## config.mk

```make
export PLATFORM = sky130hd
export DESIGN_NAME = elevator_dispatcher
export DESIGN_NICKNAME = d
export VERILOG_FILES = /design/src/rtl/elevator_pkg.sv /design/src/rtl/elevator_dispatcher_onehot_index.sv /design/src/rtl/elevator_dispatcher.sv
export SDC_FILE = /design/constraint.sdc
export NUM_CORES = 1
export LEC_CHECK = 0
export CORE_MARGIN = 3
export CORE_UTILIZATION = 60
export CTS_BUF_LIST = sky130_fd_sc_hd__clkbuf_4
export DETAILED_ROUTE_END_ITERATION = 7
export PLACE_DENSITY = 0.91
export SLEW_MARGIN = 10
export SYNTH_ARGS = -nofsm -noshare
export SYNTH_HDL_FRONTEND = slang
export SYNTH_SLANG_ARGS = --single-unit
```

## constraint.sdc

```tcl
create_clock -name clk -period 11.02 [get_ports clk]
set_clock_uncertainty 0.1 [all_clocks]
set_input_delay 1.102 -clock clk [delete_from_list [all_inputs] [get_ports clk]]
set_output_delay 1.102 -clock clk [all_outputs]
set_load 0.01 [all_outputs]
```

## src/rtl/elevator_pkg.sv

```systemverilog
// Shared types for the elevator controllers and the group dispatcher.
package elevator_pkg;

  typedef enum logic [1:0] {
    DIR_NONE,
    DIR_UP,
    DIR_DOWN
  } Direction;

  typedef enum logic [1:0] {
    DOORS_HOLD,
    DOORS_OPEN,
    DOORS_CLOSE
  } DoorsOp;

  typedef enum logic [1:0] {
    ENGINE_STOP,
    ENGINE_UP,
    ENGINE_DOWN
  } EngineOp;

  typedef enum logic [1:0] {
    IDLE,
    SELECT,
    OFFER
  } DispState;

  // Unsigned floor-index distance, no wrap-around.
  function automatic int unsigned floor_dist(input int unsigned a, input int unsigned b);
    return (a > b) ? (a - b) : (b - a);
  endfunction

endpackage

```

## src/rtl/elevator_dispatcher_onehot_index.sv

```systemverilog
// One-hot to binary index converter; o_valid flags exactly one bit set.
module onehot_index #(
  parameter int N = 5
) (
  input  logic [N-1:0]                      i_vec,
  output logic [((N > 1) ? $clog2(N) : 1)-1:0] o_idx,
  output logic                              o_valid
);
  localparam int W = (N > 1) ? $clog2(N) : 1;

  int unsigned w_count;

  always_comb begin
    o_idx   = '0;
    w_count = 0;
    for (int unsigned i = 0; i < N; i++) begin
      if (i_vec[i]) begin
        o_idx   = o_idx | W'(i);
        w_count = w_count + 1;
      end
    end
    o_valid = (w_count == 1);
  end

endmodule

```

## src/rtl/elevator_dispatcher.sv

```systemverilog
// Group dispatcher: latches hall calls, picks floors round-robin and offers
// each one to the nearest idle car over a per-car valid/ready handshake.
module elevator_dispatcher
  import elevator_pkg::*;
#(
  parameter int FLOORS = 5,
  parameter int CARS   = 2
) (
  input  logic                   clk,
  input  logic                   rst,
  input  logic [FLOORS-1:0]      hallCall,
  input  logic [CARS*FLOORS-1:0] carFloor,
  input  logic [CARS-1:0]        carIdle,
  input  logic [CARS-1:0]        assignReady,
  output logic [CARS-1:0]        assignValid,
  output logic [FLOORS-1:0]      assignFloor,
  output logic [FLOORS-1:0]      pendingLight
);
  localparam int IW = (FLOORS > 1) ? $clog2(FLOORS) : 1;
  localparam int CW = (CARS > 1) ? $clog2(CARS) : 1;

  DispState          r_state;
  logic [FLOORS-1:0] r_pend;
  logic [FLOORS-1:0] r_selFloor;
  logic [CW-1:0]     r_selCar;
  logic [CARS-1:0]   r_valid;
  logic [IW-1:0]     r_rrPtr;

  logic [IW-1:0]     w_carIdx [CARS];
  logic [CARS-1:0]   w_carOneHot;
  logic [IW-1:0]     w_selFloorIdx;
  logic              w_selFloorOk;

  logic              w_floorFound;
  logic [IW-1:0]     w_floorIdx;
  logic [FLOORS-1:0] w_floorOh;
  int unsigned       w_pos;

  logic              w_carFound;
  logic [CW-1:0]     w_bestCar;
  int unsigned       w_bestDist;
  int unsigned       w_dist;

  logic              w_hs;
  logic [FLOORS-1:0] w_clear;

  for (genvar c = 0; c < CARS; c++) begin : g_car
    onehot_index #(.N(FLOORS)) u_car_idx (
      .i_vec   (carFloor[c*FLOORS +: FLOORS]),
      .o_idx   (w_carIdx[c]),
      .o_valid (w_carOneHot[c])
    );
  end

  onehot_index #(.N(FLOORS)) u_sel_idx (
    .i_vec   (r_selFloor),
    .o_idx   (w_selFloorIdx),
    .o_valid (w_selFloorOk)
  );

  // Round-robin scan of pending floors starting at r_rrPtr.
  always_comb begin
    w_floorFound = 1'b0;
    w_floorIdx   = '0;
    w_floorOh    = '0;
    w_pos        = 0;
    for (int unsigned k = 0; k < FLOORS; k++) begin
      w_pos = 32'(r_rrPtr) + k;
      if (w_pos >= FLOORS) w_pos = w_pos - FLOORS;
      if (!w_floorFound && r_pend[w_pos[IW-1:0]]) begin
        w_floorFound = 1'b1;
        w_floorIdx   = w_pos[IW-1:0];
      end
    end
    if (w_floorFound) w_floorOh[w_floorIdx] = 1'b1;
  end

  // Nearest eligible car; strict compare keeps ties on the lowest index.
  always_comb begin
    w_carFound = 1'b0;
    w_bestCar  = '0;
    w_bestDist = 0;
    w_dist     = 0;
    for (int unsigned c = 0; c < CARS; c++) begin
      if (carIdle[c] && w_carOneHot[c]) begin
        w_dist = floor_dist(32'(w_carIdx[c]), 32'(w_floorIdx));
        if (!w_carFound || (w_dist < w_bestDist)) begin
          w_carFound = 1'b1;
          w_bestDist = w_dist;
          w_bestCar  = CW'(c);
        end
      end
    end
  end

  assign w_hs    = (r_state == OFFER) && assignReady[r_selCar];
  assign w_clear = w_hs ? r_selFloor : '0;

  always_ff @(posedge clk) begin
    if (rst) begin
      r_state    <= IDLE;
      r_pend     <= '0;
      r_rrPtr    <= '0;
      r_valid    <= '0;
      r_selFloor <= '0;
      r_selCar   <= '0;
    end else begin
      // A call on the floor being handed off in the same cycle is dropped.
      r_pend <= (r_pend | hallCall) & ~w_clear;
      case (r_state)
        IDLE: begin
          if (|r_pend) r_state <= SELECT;
        end
        SELECT: begin
          if (!(|r_pend)) begin
            r_state <= IDLE;
          end else if (w_floorFound && w_carFound) begin
            r_selCar            <= w_bestCar;
            r_selFloor          <= w_floorOh;
            r_valid             <= '0;
            r_valid[w_bestCar]  <= 1'b1;
            r_state             <= OFFER;
          end
        end
        OFFER: begin
          if (w_hs) begin
            r_valid    <= '0;
            r_selFloor <= '0;
            if (w_selFloorOk)
              r_rrPtr <= (w_selFloorIdx == IW'(FLOORS - 1)) ? '0 : w_selFloorIdx + 1'b1;
            r_state    <= IDLE;
          end
        end
        default: r_state <= IDLE;
      endcase
    end
  end

  assign assignValid  = r_valid;
  assign assignFloor  = r_selFloor;
  assign pendingLight = r_pend;

endmodule

```

After elaboration in Yosys (flattened, before gate mapping)
Cells that the tools add are included.

storage, ports and cells
  register bits after elaboration = 18
  bits of input ports = 21
  output and inout bits = 12
  logic and storage cells = 168

operators by class
  $add $sub $neg = 26
  $lt $le $gt $ge = 18
  eq/ne operators = 11
  muxes and demuxes = 81
  bitwise logic cells = 3
  reduce and logical (&&, ||, !) cells = 23

operator list
  kind                                                                                 number
  32-bit 2-to-1 mux                                                                    15
  32-bit by 1-bit adder with 32-bit output, second input constant                      12
  32-bit by 1-bit equality test with 1-bit output, second input constant               3
  3-bit 2-to-1 mux                                                                     14
  32-bit less-than comparator                                                          1
  1-bit 2-to-1 mux                                                                     25
  5-bit 2-to-1 mux                                                                     5
  3-bit by 4-bit less-than comparator with 1-bit output, second input constant         6
  2-bit 2-to-1 mux                                                                     12
  4-bit by 3-bit greater-or-equal comparator with 1-bit output, second input constant  4
  3-bit by 3-bit subtractor with 4-bit output                                          4
  1-bit binary-select mux with 3-bit select                                            5
  3-bit subtractor, second input constant                                              5
  1-bit logical AND                                                                    10
  5-bit one-hot mux with 2 select lines                                                1
  3-bit AND reduction                                                                  3
  3-bit by 2-bit adder with 4-bit output, second input constant                        2
  2-bit != test, second input constant                                                 4
  3-bit greater-than comparator                                                        2
  2-bit one-hot mux with 3 select lines                                                1
  5-bit AND                                                                            1
  1-bit logical NOT                                                                    5
  5-bit inverter                                                                       1
  5-bit OR                                                                             1
  other kinds (19)                                                                     20

Depth between registers and ports, before layout
  depth in word-level cells = 31
  mapped depth = 27
  mapped depth without buffers = 26

Hierarchy
Synthesis repeated with hierarchy kept, for this count alone.

second synthesis, totals
  cells, all modules = 403
  area, all modules = 3175.5 um^2

modules (own cells, without submodules)
  module               times used  cells an instance  area an instance (um^2)  sequential area each (um^2)
  elevator_dispatcher  1           340                2608.8                   360.3
  onehot_index         3           21                 188.9                    0.0

Least setup slack after synthesis
Ideal clock, no wire load.

  path kind = reg-to-reg
  start point = register r_rrPtr[1]
  end point = register r_valid[1] (netlist: assignValid[1])
  library setup time = 65 ps
  arrival = 5583 ps
  required time = 10855 ps
  path slack = 5272 ps
  cell stages (with the launch flop) = 23
  path buffers = 2
  clock period less this slack = 5748 ps
  cells stage by stage = dfxtp_1 -> buf_2 -> inv_1 -> ha_1 -> ha_1 -> clkbuf_1 -> a2111oi_0 -> nor4_1 -> a21oi_2 -> nor4_4 -> mux2_4 -> inv_4 -> fa_1 -> fa_1 -> a31oi_1 -> mux2i_1 -> a221o_1 -> a221oi_1 -> ha_1 -> a21oi_1 -> o21ai_0 -> a21oi_1 -> nor2b_1

between the ends
  longest elaborated chain between the ends = 31
  elaborated cells between the ends (all ways) = 73
  classes of those cells = add/sub (13); order compare (10); eq/ne (1); mux (37); reduce/logical (12)

RTL lines
  item                                                                             line                        text
  start: declaration                                                               elevator_dispatcher.sv:27   logic [IW-1:0] r_rrPtr;
  start signal: assignment                                                         elevator_dispatcher.sv:130  r_rrPtr <= (w_selFloorIdx == IW'(FLOORS - 1)) ? '0 : w_selFloorIdx + 1'b1;
  branches (longest 31 deep; another with 3-bit by 1-bit adder with 4-bit output)  --
  end signal: assignment                                                           elevator_dispatcher.sv:120  r_valid <= '0;
  end signal: indexed assignment                                                   elevator_dispatcher.sv:121  r_valid[w_bestCar] <= 1'b1;
  end signal: assignment                                                           elevator_dispatcher.sv:127  r_valid <= '0;
  end: declaration                                                                 elevator_dispatcher.sv:26   logic [CARS-1:0] r_valid;

Parallel ways; which one is timed is not known. The select of a mux whose other input is x is not followed.
A chain may end at the register's enable or synchronous reset.

Final worst setup path
Same ends and word-level chain as after synthesis.

==> flow_summary.yaml <==
logic_synthesis:
  syn_avg_cell_area_um2: 8.163
  post-synth-top-count-cell: "ha_1"
  syn_inst: 399
  synthesis.area_um2: 3257
  async_flop_share_pct: 0
  yosysWarnings: 0
  yosysTopAreaCellShare_pct: 14.21
  ys_top_cells_by_count: "ha_1, nor2_1, nand2_1, inv_1"
  synth_cell_types: 75
  synth_ff_type: "dfxtp_1"
  synth_edf_count: 0
  synthTopCellsByArea: "ha_1, dfxtp_1, fa_1"
  yosysSeqAreaShare_pct: 11.06
  synth_top_cell_by_area: "ha_1"
  syn-num-nets: 464
  synth-seq-cells: 18
place:
  pre_cts_ws_ns: 4.553
  place_area_um2: 3527
  gp_congestion: 0.9680
  hpwl_mm: 5.964
  io_buffer_count: 32
timing:
  drv_slew: 0
  worst-slew-pin-transition_ns: 0.7423
  hold_viol: 0
  setup_viol: 0
  relSlewSlack_pct: 50.28
  fin_setup_tns_ns: 0
  fin_crit_sh_pct: 59.90
  fmax_mhz: 151.5
  finalWorstSetupSlack_ns: 4.420
  rsz0062_at_grt: "false"
  fin_crit_ns: 6.600
global_route:
  antenna_found_initial: 0
  met2_usage_pct: 42.74
  grt_overflow: 0
  grt_pass1_vias: 2906
  use_met3_pct: 1.580
  grtUsageMet1_pct: 34.70
  grt_max_degree: 36
  grt_pass1_wl_mm: 13.31
  grt_usage_pct: 25.33
  busiest_layer: "met2"
cts:
  cts_setup_buffers: 0
  htreeDepth: 1
  cts.sink_count: 18
  cts.reportedPaths.clkPinSlew_ns: 0.10
  cts_hold_buffers: 0
  clockBufferDepth: 2
  cts-resized-gates: 0
  cts_tree: "yes"
  cts_root_buf: "clkbuf_4"
  numCtsBuffers: 3
  clkLatencyLatePin_ns: 0.30
final_layout:
  fin_area_um2: 3553
  register_area_um2: 360.3
  n_fill_cell: 403
  drive_gt1_share_pct: 9.201
  areaGrowthSynthToFinish_pct: 9.105
  n_antenna_cell: 0
  layout.nets: 479
  multi_input_area_um2: 2636
job:
  cap_violations: 0
detailed_routing:
  vias: 3065
  drtPass1Iterations: 5
  drc: 0
  drt_iter0_drc: 249
  avgViaCountPerCell: 6.346
  routedWlPerCell_um: 16.06
  ant_nets: 0
  wl_mm: 7.755
setup_path:
  cp_max_fo: 15
  critPathCaptureType: "flip-flop"
  crit_path_start_kind: "flip-flop"
  r2r_cells: 20
  path_class: "reg -> reg"
  cp_data_required_time_ns: 11.17
  cp_data_arrival_time_ns: 6.75
  reg2reg_from: "r_rrPtr[1]"
  reg2reg_to: "assignValid[1]"
  reg2reg_slack_ns: 4.42
hold_path:
  min_path_type: "reg -> reg"
  holdPathEnd: "r_selCar"
  whs_path_depth: 1
  min_from: "r_selCar"
floorplan:
  initial_utilization_pct: 62.97
  coreArea_um2: 5172
  fp-row-count: 26
  die_x_um: 79.68
  dieArea_um2: 6348
  io_pins: 33
  die_h_um: 79.68
status:
  status: "finished, final reports clean"
power_and_ir_drop:
  power_density_nw_per_um2: 62.14
  power_w: 0.0002208
  p_leak_nw: 1.449
  ir_worst_vdd_v: 0.00007461
-- worst max-delay path, cell delays in order (launching register included) --
cell      delay [ns]
dfxtp_1         0.66
inv_1           0.23
ha_1            0.68
mux4_2          0.58
a32oi_2         0.28
and2b_4         0.23
nand3b_4        0.11
nor4_4          0.26
mux2_4          0.29
inv_4           0.08
fa_1            0.45
fa_1            0.39
a31oi_1         0.57
mux2i_1         0.18
a221o_1         0.32
a221oi_1        0.25
ha_1            0.28
a21oi_1         0.12
o21ai_0         0.11
a21oi_1         0.21
nor2b_1         0.16
-- metrics by stage --
| stage | utilization (%) | hold WS (ns) | cells |
|---|---|---|---|
| floorplan | - | 0.3492 | 399 |
| global placement | 68.19 | 0.3626 | 479 |
| detailed placement | 68.19 | 0.3684 | 479 |
| CTS | 68.70 | 0.3968 | 483 |
| global route | 68.70 | 0.4099 | 483 |
| finish | 68.70 | 0.3916 | 483 |
-- worst max-delay path by stage --
| stage | from | end | slack, ns | cells after the start |
|---|---|---|---|---|
| 2_1_floorplan | r_rrPtr[1] | assignValid[1] | 5.27 | 22 |
| 3_3_place_gp | r_rrPtr[1] | assignValid[1] | 4.84 | 20 |
| 3_5_place_dp | r_rrPtr[1] | assignValid[1] | 4.55 | 20 |
| 4_1_cts | r_rrPtr[1] | assignValid[1] | 4.51 | 20 |
| 5_1_grt | r_rrPtr[1] | assignValid[1] | 3.96 | 21 |
| 6_report | r_rrPtr[1] | assignValid[1] | 4.42 | 20 |
-- power by group --
| group | leakage (nW) | switching, W | internal, W | total (W) |
|---|---|---|---|---|
| combinational | 1.29 | 0.0000562 | 0.0000545 | 0.000111 |
| clock | 0.0154 | 0.0000217 | 0.0000132 | 0.0000350 |
| sequential | 0.147 | 0.00000649 | 0.0000687 | 0.0000752 |
-- layout make-up --
type	count	share of cell area, %
clock inverter	1	0.1056
multi-input combinational	328	74.19
tap	70	2.465
sequential	18	10.14
timing repair buffer	33	9.225
clock buffer	3	0.6338
inverter	30	3.239
-- kinds of logic (layout without fill, tap and decap cells) --
logic type	Yosys count	after routing	synth area share (%)
adders and majority gates	44	44	18.52
DFF	18	18	11.06
xor gates and xnor gates	22	22	5.916
AOI/OAI and AO/OA	98	98	23.36
buffers and inverters	53	67	7.990
muxes	21	21	8.260
and+or+nand+nor	143	143	24.90
-- registers in the layout, indices dropped and copies added, names as in the netlist --
name / cells
pendingLight: 5
assignFloor: 5
r_state: 2
assignValid: 2
r_selCar: 1
r_rrPtr: 3
-- cell usage in the layout, fill, tap and decap left out, types with 5 or more instances in the layout --
cell type        instances
a21oi_1                 18
dfxtp_1                 18
clkdlybuf4s50_1         32
nor3_1                   6
a31oi_1                  5
nand2b_1                10
o21ai_0                  9
inv_1                   28
fa_1                     7
nand2_1                 31
nor2_1                  32
xnor2_1                 15
nor2b_1                 12
nand3_1                 14
o211ai_1                 5
xor2_1                   7
a211oi_1                10
mux2i_1                 10
mux2_2                   5
or2_2                    6
ha_1                    37
nor3b_1                 11
-- per-layer routing --
layer	vias up	part of all wire, %
met2	126	47
li1	1473	-
met5	-	0
met1	1450	46
met3	16	4.8
met4	0	1.7
Power figures use the tool's default switching activity.
